**config.mk**
```make
export PLATFORM = sky130hd
export DESIGN_NAME = leds_seq
export DESIGN_NICKNAME = d
export VERILOG_FILES = /design/src/rtl/leds_seq.sv
export SDC_FILE = /design/constraint.sdc
export NUM_CORES = 1
export LEC_CHECK = 0
export CAP_MARGIN = 20
export CORE_MARGIN = 5
export CORE_UTILIZATION = 40
export DETAILED_ROUTE_END_ITERATION = 7
export PLACE_DENSITY = 0.57
export SLEW_MARGIN = 20
export SYNTH_ARGS = -nofsm -noshare
export SYNTH_HDL_FRONTEND = slang
export SYNTH_SLANG_ARGS = --single-unit
```
**constraint.sdc**
```tcl
create_clock -name clk -period 3.2 [get_ports clk]
set_input_delay 0.64 -clock clk [delete_from_list [all_inputs] [get_ports clk]]
set_output_delay 0.64 -clock clk [all_outputs]
set_load 0.02 [all_outputs]
```
**src/rtl/leds_seq.sv**
```systemverilog
// LED pattern sequencer: accepts one command over valid/ready and plays an
// off/static/blink/rotate/bounce animation on LPORT, one step per prescaler tick.
module leds_seq #(
  parameter int DIV = 12000000
) (
  input  logic       clk,
  input  logic       rstn,
  input  logic       cmd_valid,
  output logic       cmd_ready,
  input  logic [2:0] cmd_mode,
  input  logic [7:0] cmd_pattern,
  input  logic [7:0] cmd_steps,
  output logic [7:0] LPORT,
  output logic       busy,
  output logic       done
);

  localparam int PW = (DIV > 1) ? $clog2(DIV) : 1;
  localparam logic [PW-1:0] PMAX = PW'(DIV - 1);

  localparam logic [2:0] M_OFF    = 3'd0;
  localparam logic [2:0] M_STATIC = 3'd1;
  localparam logic [2:0] M_BLINK  = 3'd2;
  localparam logic [2:0] M_ROTL   = 3'd3;
  localparam logic [2:0] M_ROTR   = 3'd4;
  localparam logic [2:0] M_BOUNCE = 3'd5;

  typedef enum logic {IDLE, RUN} state_t;

  state_t          state;
  logic [2:0]      mode;
  logic [7:0]      pat;
  logic [7:0]      remain;
  logic [PW-1:0]   pcnt;
  logic            dir_r;
  logic            tick;
  logic            accept;
  logic [7:0]      step_led;
  logic            step_dir;

  function automatic logic [7:0] rotl1(input logic [7:0] v);
    return {v[6:0], v[7]};
  endfunction

  function automatic logic [7:0] rotr1(input logic [7:0] v);
    return {v[0], v[7:1]};
  endfunction

  // remain is only zero in RUN for an endless run, which may be preempted
  assign cmd_ready = rstn && ((state == IDLE) || (remain == 8'd0));
  assign accept    = cmd_valid && cmd_ready;
  assign tick      = (state == RUN) && (pcnt == PMAX);
  assign busy      = (state == RUN);

  always_comb begin
    step_led = LPORT;
    step_dir = dir_r;
    case (mode)
      M_BLINK: step_led = LPORT ^ pat;
      M_ROTL:  step_led = rotl1(LPORT);
      M_ROTR:  step_led = rotr1(LPORT);
      M_BOUNCE: begin
        if (!dir_r) begin
          if (LPORT[7]) begin
            step_dir = 1'b1;
            step_led = rotr1(LPORT);
          end else begin
            step_led = rotl1(LPORT);
          end
        end else begin
          if (LPORT[0]) begin
            step_dir = 1'b0;
            step_led = rotl1(LPORT);
          end else begin
            step_led = rotr1(LPORT);
          end
        end
      end
      default: ;
    endcase
  end

  // accept has priority over a coincident tick, which is simply dropped
  always_ff @(posedge clk) begin
    if (!rstn) begin
      state  <= IDLE;
      LPORT  <= 8'h00;
      done   <= 1'b0;
      pcnt   <= '0;
      remain <= 8'd0;
      dir_r  <= 1'b0;
    end else begin
      done <= 1'b0;
      if (accept) begin
        case (cmd_mode)
          M_STATIC: begin
            LPORT <= cmd_pattern;
            state <= IDLE;
            done  <= 1'b1;
          end
          M_BLINK, M_ROTL, M_ROTR, M_BOUNCE: begin
            LPORT  <= cmd_pattern;
            pat    <= cmd_pattern;
            mode   <= cmd_mode;
            pcnt   <= '0;
            remain <= cmd_steps;
            dir_r  <= 1'b0;
            state  <= RUN;
          end
          default: begin
            LPORT <= 8'h00;
            state <= IDLE;
            done  <= 1'b1;
          end
        endcase
      end else if (state == RUN) begin
        if (tick) begin
          pcnt  <= '0;
          LPORT <= step_led;
          dir_r <= step_dir;
          if (remain != 8'd0) begin
            remain <= remain - 8'd1;
            if (remain == 8'd1) begin
              state <= IDLE;
              done  <= 1'b1;
            end
          end
        end else begin
          pcnt <= pcnt + PW'(1);
        end
      end
    end
  end

endmodule

```
# Word-level counts from Yosys, hierarchy flattened
# Index checks and enable logic that the tools add are counted.
word_totals:
  word_cells: 79
  register_bits: 54
op_classes:
  n_bitwise: 2
  reduce_logical: 18
  n_addsub: 2
  n_eq_ne: 12
  muxes: 37
ops:
  columns: ["op", "count"]
  rows:
  - ["24-bit two-way mux", 4]
  - ["8-bit two-way mux", 12]
  - ["8-bit one-hot mux with 4 select lines", 1]
  - ["24-bit by 1-bit adder with 24-bit output (second input constant)", 1]
  - ["24-bit equality test (second input constant)", 1]
  - ["1-bit two-way mux", 20]
  - ["3-bit by 2-bit equality test with 1-bit output (second input constant)", 4]
  - ["3-bit equality test (second input constant)", 4]
  - ["8-bit by 1-bit equality test with 1-bit output (second input constant)", 1]
  - ["8-bit zero test", 1]
  - ["4-bit AND reduction", 2]
  - ["2-bit nonzero test", 4]
  - ["8-bit nonzero test", 1]
  - ["8-bit by 1-bit subtractor with 8-bit output (second input constant)", 1]
  - ["8-bit bitwise XOR", 1]
  - ["3-bit AND reduction", 2]
  - ["5-bit nonzero test", 1]
  - ["5-bit OR reduction", 1]
  - ["4-bit OR reduction", 1]
  - ["3-bit by 1-bit equality test with 1-bit output (second input constant)", 1]
  - ["1-bit logical AND", 3]
  - ["2-bit by 1-bit != test with 1-bit output (second input constant)", 1]
  - ["2-bit AND reduction", 1]
  - ["1-bit logical OR", 1]
  - ["1-bit inverter", 1]

# Longest topological paths before layout
# Gate-level depths: netlist (run 1).
depth:
  ltp_word: 6
  depth_mapped: 9
  depth_no_buf: 8

# Least setup slack after synthesis (run 1)
# OpenSTA, ideal clock, no wires.
synth_timing:
  kind: "register to register"
  start: "register remain[0]"
  end: "register remain[0]"
  t_arrival_ns: 2.384
  stages_incl_launch_ff: 10
  setup_ns: 0.119
  slack_ns: 0.697
  required_ns: 3.081
  path_cell_list: "dfxtp_1 inv_1 ha_1 or3b_2 clkbuf_8 o21ai_2 nand3_2 inv_1 nor2_1 o221a_2"
synth_between:
  elab_chain_cells: 6
synth_rtl:
  columns: ["element", "line", "source"]
  rows:
  - ["from (decl)", "33", "logic [7:0] remain;"]
  - ["from (signal assigned)", "106", "remain <= cmd_steps;"]
  - ["from (signal assigned)", "122", "remain <= remain - 8'd1;"]
  - ["parallel branches: the longest is 6 deep, another holds 8-bit by 1-bit subtractor with 8-bit output", null, null]
# Parallel ways; which one is timed is not known. The select of a mux whose other input is x is not followed.
# A chain may end at the register's enable or synchronous reset.

# Worst setup path after layout (run 1)
layout_timing:
  start: "register remain[0]"
  end: "output port cmd_ready"
layout_between:
  elab_chain_cells: 3
layout_rtl:
  columns: ["element", "line", "source"]
  rows:
  - ["8-bit zero test", "50", "assign cmd_ready = rstn && ((state == IDLE) || (remain == 8'd0));"]
  - ["1-bit logical OR", "50", null]
  - ["1-bit logical AND", "50", null]
  - ["to (decl)", "9", "output logic cmd_ready,"]
# No other way between the ends.

==> metrics.txt, run 1 <==
Netlist cell types=61; routed len/inst=17.4 um; largest net degree at the start of global routing=40; Max Freq=0.327 GHz; area post-placement=3650 um^2; grt total ovfl=0; share of cells above drive strength 1=0.0838; HPWL after DPL=6060 um; Warnings, synthesis=0; worst rel slew slack=0.519; Worst Setup SP=remain[0]; Post-Place Setup Slack=0.346 ns; Hold Crit Start=remain[7]; clk_lat worst skew=0.31 ns; Post-DRT Antenna Nets=0; Mean Syn Cell Area=8.84 um^2; final net count=418; largest delay contributor family on the critical path=buffers and inverters; Longest Clk Path Bufs=2; Die Ht=100 um; Main synth FF type=dfxtp_1; critical path peak fanout=9; CP bufs+invs=2; RSZ-0062 raised after global routing=no; clock slew seen by the registers of the worst setup and hold paths=0.10 ns; final RePlAce weighted congestion=0.940; TNS Setup=0 ns; Yosys reg bits=54; total power=1.49 mW; CP Class=reg2out; first-pass GRT wire length=14600 um; DRC viols=0; Worst R2R Start=remain[0]; CP required=2.56 ns; Synth area leaders=dfxtp_1 26%, edfxtp_1 10%, xnor2_1 7.2%, nor3_1 5.4%, nand2_1 4.0%; crit path to=cmd_ready; die area=10100 um^2; count leader, synth=dfxtp_1; Cell Chain, Critical Path=inv_1 > ha_1 > or3b_4 > o21a_1 > nor2_1 > clkdlybuf4s50_1; setup slack after layout=0.138 ns; fin crit share=0.957; TritonCTS Buffers=5; DRT Wirelength=8670 um; number of buffers added on ports=32; count of final setup violators=0; CTS H-tree depth=2; reg2reg setup slack=0.53 ns; Layout Skew=0.0101 ns; Arr. time, crit path=2.42 ns; Die W=100 um; hold_ws=0.494 ns; Leak=1.16 nW; final slew viol count=0; DRT Pass-1 Iters=4; Synth top cells by count=43 x dfxtp_1, 35 x nand2_1, 35 x nor3_1, 27 x xnor2_1, 19 x a21oi_1; final hold violation count=0; slowest CP cell=clkdlybuf4s50_1; vias in the first global route=2877; outcome=finished clean; synthesized instance count=370; P per Cell Area=396 nW/um^2; CP Launch Type=flip-flop; number of max-cap violations=0; gr usage total=0.179; Root Driver=clkbuf_8; M1 GR Usage=0.242; Worst R2R Path Depth=7; GRT Max-Usage Layer=met2; initial antenna violation count=0; post-route cell area=3760 um^2; met2 Usage GRT=0.293; Final Critical Period=3.06 ns; Post-synth EDFFs=11; clock sinks=54; Worst-Margin Slew=0.721 ns; Initial Utilization=0.404; met3 Use GR=0.0327; Layout area overhead=15.0%; vias=2968; sequential-to-total area share from yosys stat=0.364; CTS tree=done; ANT cells=0; I/O pins=33; Netlist Area Pre-Place=3270 um^2; share of synthesized flip-flops with an asynchronous set or reset=0; setup repair bufs after CTS=0; worst vdd ir=0.000165 V; Synth top area share=0.263; Critical Path Sink Type=primary output; row cnt=33; initial drt markers=107; CP peak stage delay=0.61 ns; syn_nets=395; core area=8090 um^2; Worst Hold Class=reg2reg; leading area contributor after synthesis=dfxtp_1; Levels on crit path=6; Via density=5.95; R2R Path End=LPORT[5]
layout make-up:
class | instances | area [um^2]
repair buffers | 42 | 395
clock inverters | 1 | 30.0
inverters | 11 | 41.3
flip-flops and latches | 54 | 1190
well taps | 105 | 131
clock buffers | 7 | 76.3
multi-input cells | 279 | 1900
fillers | 812 | 4330
cells by family (layout without fill, tap and decap cells):
kind of cell               after synthesis  count (layout)  synth area share
DFF                                     54              54             0.364
muxes                                    6               6            0.0191
adders and majority gates                3               3            0.0115
buffers and inverters                   37              61            0.0566
xor gates and xnor gates                32              32            0.0857
and+or+nand+nor                        142             142             0.238
AOI/OAI and AO/OA                       96              96             0.225
sequential cells by signal (all words and copies together), names as in the netlist:
register / flops
LPORT: 8
busy: 1
mode: 3
dir_r: 1
done: 1
remain: 8
pat: 8
pcnt: 24
layer usage:
| layer | vias to the layer above | wire length (um) |
|---|---|---|
| li1 | 1464 | - |
| met2 | 68 | 4170 |
| met3 | 4 | 413 |
| met5 | - | 0 |
| met1 | 1432 | 4010 |
| met4 | 0 | 74 |
cell usage in the layout (no fill, tap or decap), types with 4 or more instances in the layout:
cell type / Yosys / layout
dfxtp_1: 43 / 43
nand2_1: 35 / 35
nor3_1: 35 / 35
clkdlybuf4s50_1: 0 / 32
xnor2_1: 27 / 27
a21oi_1: 19 / 19
nand3_1: 13 / 13
a2111oi_0: 13 / 13
inv_1: 11 / 11
edfxtp_1: 11 / 11
buf_4: 0 / 10
nor2_1: 9 / 9
a211oi_1: 9 / 9
or4_1: 8 / 8
nand4_1: 8 / 8
nand2b_1: 8 / 8
o21ai_0: 8 / 8
a311oi_1: 6 / 6
o32ai_1: 6 / 6
xor2_1: 5 / 5
clkbuf_8: 4 / 5
mux2i_1: 4 / 4
o22ai_1: 4 / 4
a2bb2oi_1: 4 / 4
o211ai_1: 4 / 4
o22a_1: 4 / 4
where the power goes:
group / internal, mW / total [mW] / switching [mW]
Combinational: 0.125 / 0.279 / 0.154
Clock: 0.235 / 0.461 / 0.226
Sequential: 0.718 / 0.749 / 0.0311
worst min path at each step:
| stage | depth (start not counted) | to |
|---|---|---|
| after floorplan | 2 | remain[7] |
| after CTS | 2 | remain[7] |
| final | 2 | remain[7] |
| after detailed placement | 2 | remain[7] |
| after global placement | 2 | remain[7] |
| after global routing | 2 | remain[7] |
stage by stage:
stage,std cells,utilization
after floorplan,370,-
after global placement,491,0.452
after detailed placement,491,0.452
after CTS,499,0.465
after global routing,499,0.465
final,499,0.465
worst min-delay path, stage by stage, from the launching register on:
cell	delay, ns
dfxtp_1	0.34
nand2_1	0.06
o32ai_1	0.06
what timing repair did:
item	4_1_cts	5_1_grt
hold buffers	0	0
gates resized for setup	1	0
endpoints found under the setup margin	1	0
(Power assumes the default switching activity.)
==> run 2: changes to the inputs <==
--- a/config.mk
+++ b/config.mk
@@ -12,2 +12,4 @@
 export PLACE_DENSITY = 0.57
+export REMOVE_ABC_BUFFERS = 1
+export SKIP_CTS_REPAIR_TIMING = 1
 export SLEW_MARGIN = 20
==> constraint.sdc (replaced) <==
create_clock -name clk -period 3.2 [get_ports clk]
set_input_delay 0.96 -clock clk [delete_from_list [all_inputs] [get_ports clk]]
set_output_delay 0.96 -clock clk [all_outputs]
set_load 0.02 [all_outputs]
==> run 2 against run 1 <==
Against the previous run: non-clock buffer count grew 12; fmax rose by 4.6%; clock-buffer cell count stayed put; cell count rose by 2.4%; first-iteration DRC count is 1.9% higher; power down 0.93%; register-to-register slack improved by 0.04 ns; setup slack better by 0.13 ns; die area did not move; sequential cell count is the same; sequential share of layout area down 0.83 points.
==> metrics.txt, run 2 (synthesis results as in run 1) <==
final slew viol count=0 (unchanged); die area=10100 um^2 (unchanged); Cells after DPL=503 (was 491); M1 GR Usage=0.233 (was 0.242); first-pass GRT wire length=14200 um (was 14600 um); max reg flops=24 (unchanged); Leak=1.23 nW (was 1.16 nW); most frequent cells in the layout=43 x dfxtp_1, 35 x nand2_1, 35 x nor3_1 (unchanged); clock slew seen by the registers of the worst setup and hold paths=0.10 ns (about the same); hold_ws=0.493 ns (was 0.494 ns); routed len/inst=16.5 um (was 17.4 um); RSZ-0062 raised after global routing=no (unchanged); row cnt=33 (unchanged); P per Cell Area=382 nW/um^2 (was 396 nW/um^2); Most flops, register=pcnt (unchanged); DRC viols=0 (unchanged); final RePlAce weighted congestion=0.819 (was 0.940); outcome=finished clean (unchanged); fin crit share=0.915 (was 0.957); Post-Place Setup Slack=0.0419 ns (was 0.346 ns); Max Freq=0.342 GHz (was 0.327 GHz); Worst Hold Class=reg2reg (unchanged); met3 Use GR=0.0285 (was 0.0327); Final Critical Period=2.93 ns (was 3.06 ns); largest net degree at the start of global routing=40 (unchanged); CP Class=reg2out (unchanged); CTS tree=done (unchanged); Initial Utilization=0.404 (unchanged); worst vdd ir=0.000150 V (was 0.000165 V); TritonCTS Buffers=5 (unchanged); HPWL after DPL=5900 um (was 6060 um); initial drt markers=109 (was 107); clock sinks=54 (unchanged); Die Ht=100 um (unchanged); number of buffers added on ports=32 (unchanged); number of max-cap violations=0 (unchanged); Via density=5.85 (was 5.95); DRT Wirelength=8440 um (was 8670 um); Longest Clk Path Bufs=2 (unchanged); count of final setup violators=0 (unchanged); gr usage total=0.171 (was 0.179); Post-DRT Antenna Nets=0 (unchanged); worst rel slew slack=0.580 (was 0.519); Layout area overhead=18.1% (was 15.0%); vias=2990 (was 2968); core area=8090 um^2 (unchanged); Layout Skew=0.00948 ns (was 0.0101 ns); final net count=430 (was 418); I/O pins=33 (unchanged); Worst-Margin Slew=0.626 ns (was 0.721 ns); DRT Pass-1 Iters=4 (unchanged); leading cell type in the layout, fill and taps excluded=dfxtp_1 (unchanged); post-layout util=0.478 (was 0.465); final hold violation count=0 (unchanged); CP required=2.24 ns (was 2.56 ns); Critical Path Sink Type=primary output (unchanged); ANT cells=0 (unchanged); share of cells above drive strength 1=0.113 (was 0.0838); initial antenna violation count=0 (unchanged); grt total ovfl=0 (unchanged); GRT Max-Usage Layer=met2 (unchanged); Die W=100 um (unchanged); CP Launch Type=flip-flop (unchanged); setup slack after layout=0.272 ns (was 0.138 ns); met2 Usage GRT=0.281 (was 0.293); Final Non-Filler Cells=511 (was 499); clk_lat worst skew=0.31 ns (about the same); Arr. time, crit path=1.97 ns (was 2.42 ns); vias in the first global route=2859 (was 2877); Root Driver=clkbuf_8 (unchanged); TNS Setup=0 ns (unchanged); critical path peak fanout=5 (was 9); CTS H-tree depth=2 (unchanged)
-- run 2: worst paths after layout --
path / from / to / slack, ns / depth (start not counted)
worst max-delay path: remain[0] / cmd_ready / 0.27 / 6
worst min-delay path: remain[7] / remain[7] / 0.49 / 2
worst max register to register: remain[0] / remain[5] / 0.57 / 10
worst min register to register: remain[7] / remain[7] / 0.49 / 2
-- run 2: critical path, stage by stage, from the launching register on --
cell and delay [ns]:
dfxtp_1 0.36, inv_1 0.09, ha_1 0.20, or3b_2 0.47
o21a_1 0.22, nor2_1 0.08, dlymetal6s2s_1 0.24
-- run 2: routing by layer --
metal	up-vias	share of wire	wire (um)
li1	1481	-	-
met1	1439	0.48	4060
met2	64	0.47	3940
met3	6	0.043	362
met4	0	0.010	85
met5	-	0	0
-- run 2: cell type report --
class	instances	area (um^2)
clock buffer	7	97.6
timing repair buffer	54	500
clock inverter	1	7.51
sequential	54	1190
fill	823	4230
multi-input combinational	279	1900
inverter	11	41.3
tap	105	131
-- run 2: through the flow --
stage                     power, mW  cell area [um^2]
after global placement         1.06              3760
after floorplan               0.927              3130
after CTS                      1.49              3860
final                          1.47              3860
after detailed placement       1.06              3760
after global routing           1.55              3860
-- run 2: report_power, final --
part           internal [mW]  switching, mW
registers              0.718         0.0329
logic                  0.139          0.154
clock network          0.203          0.229
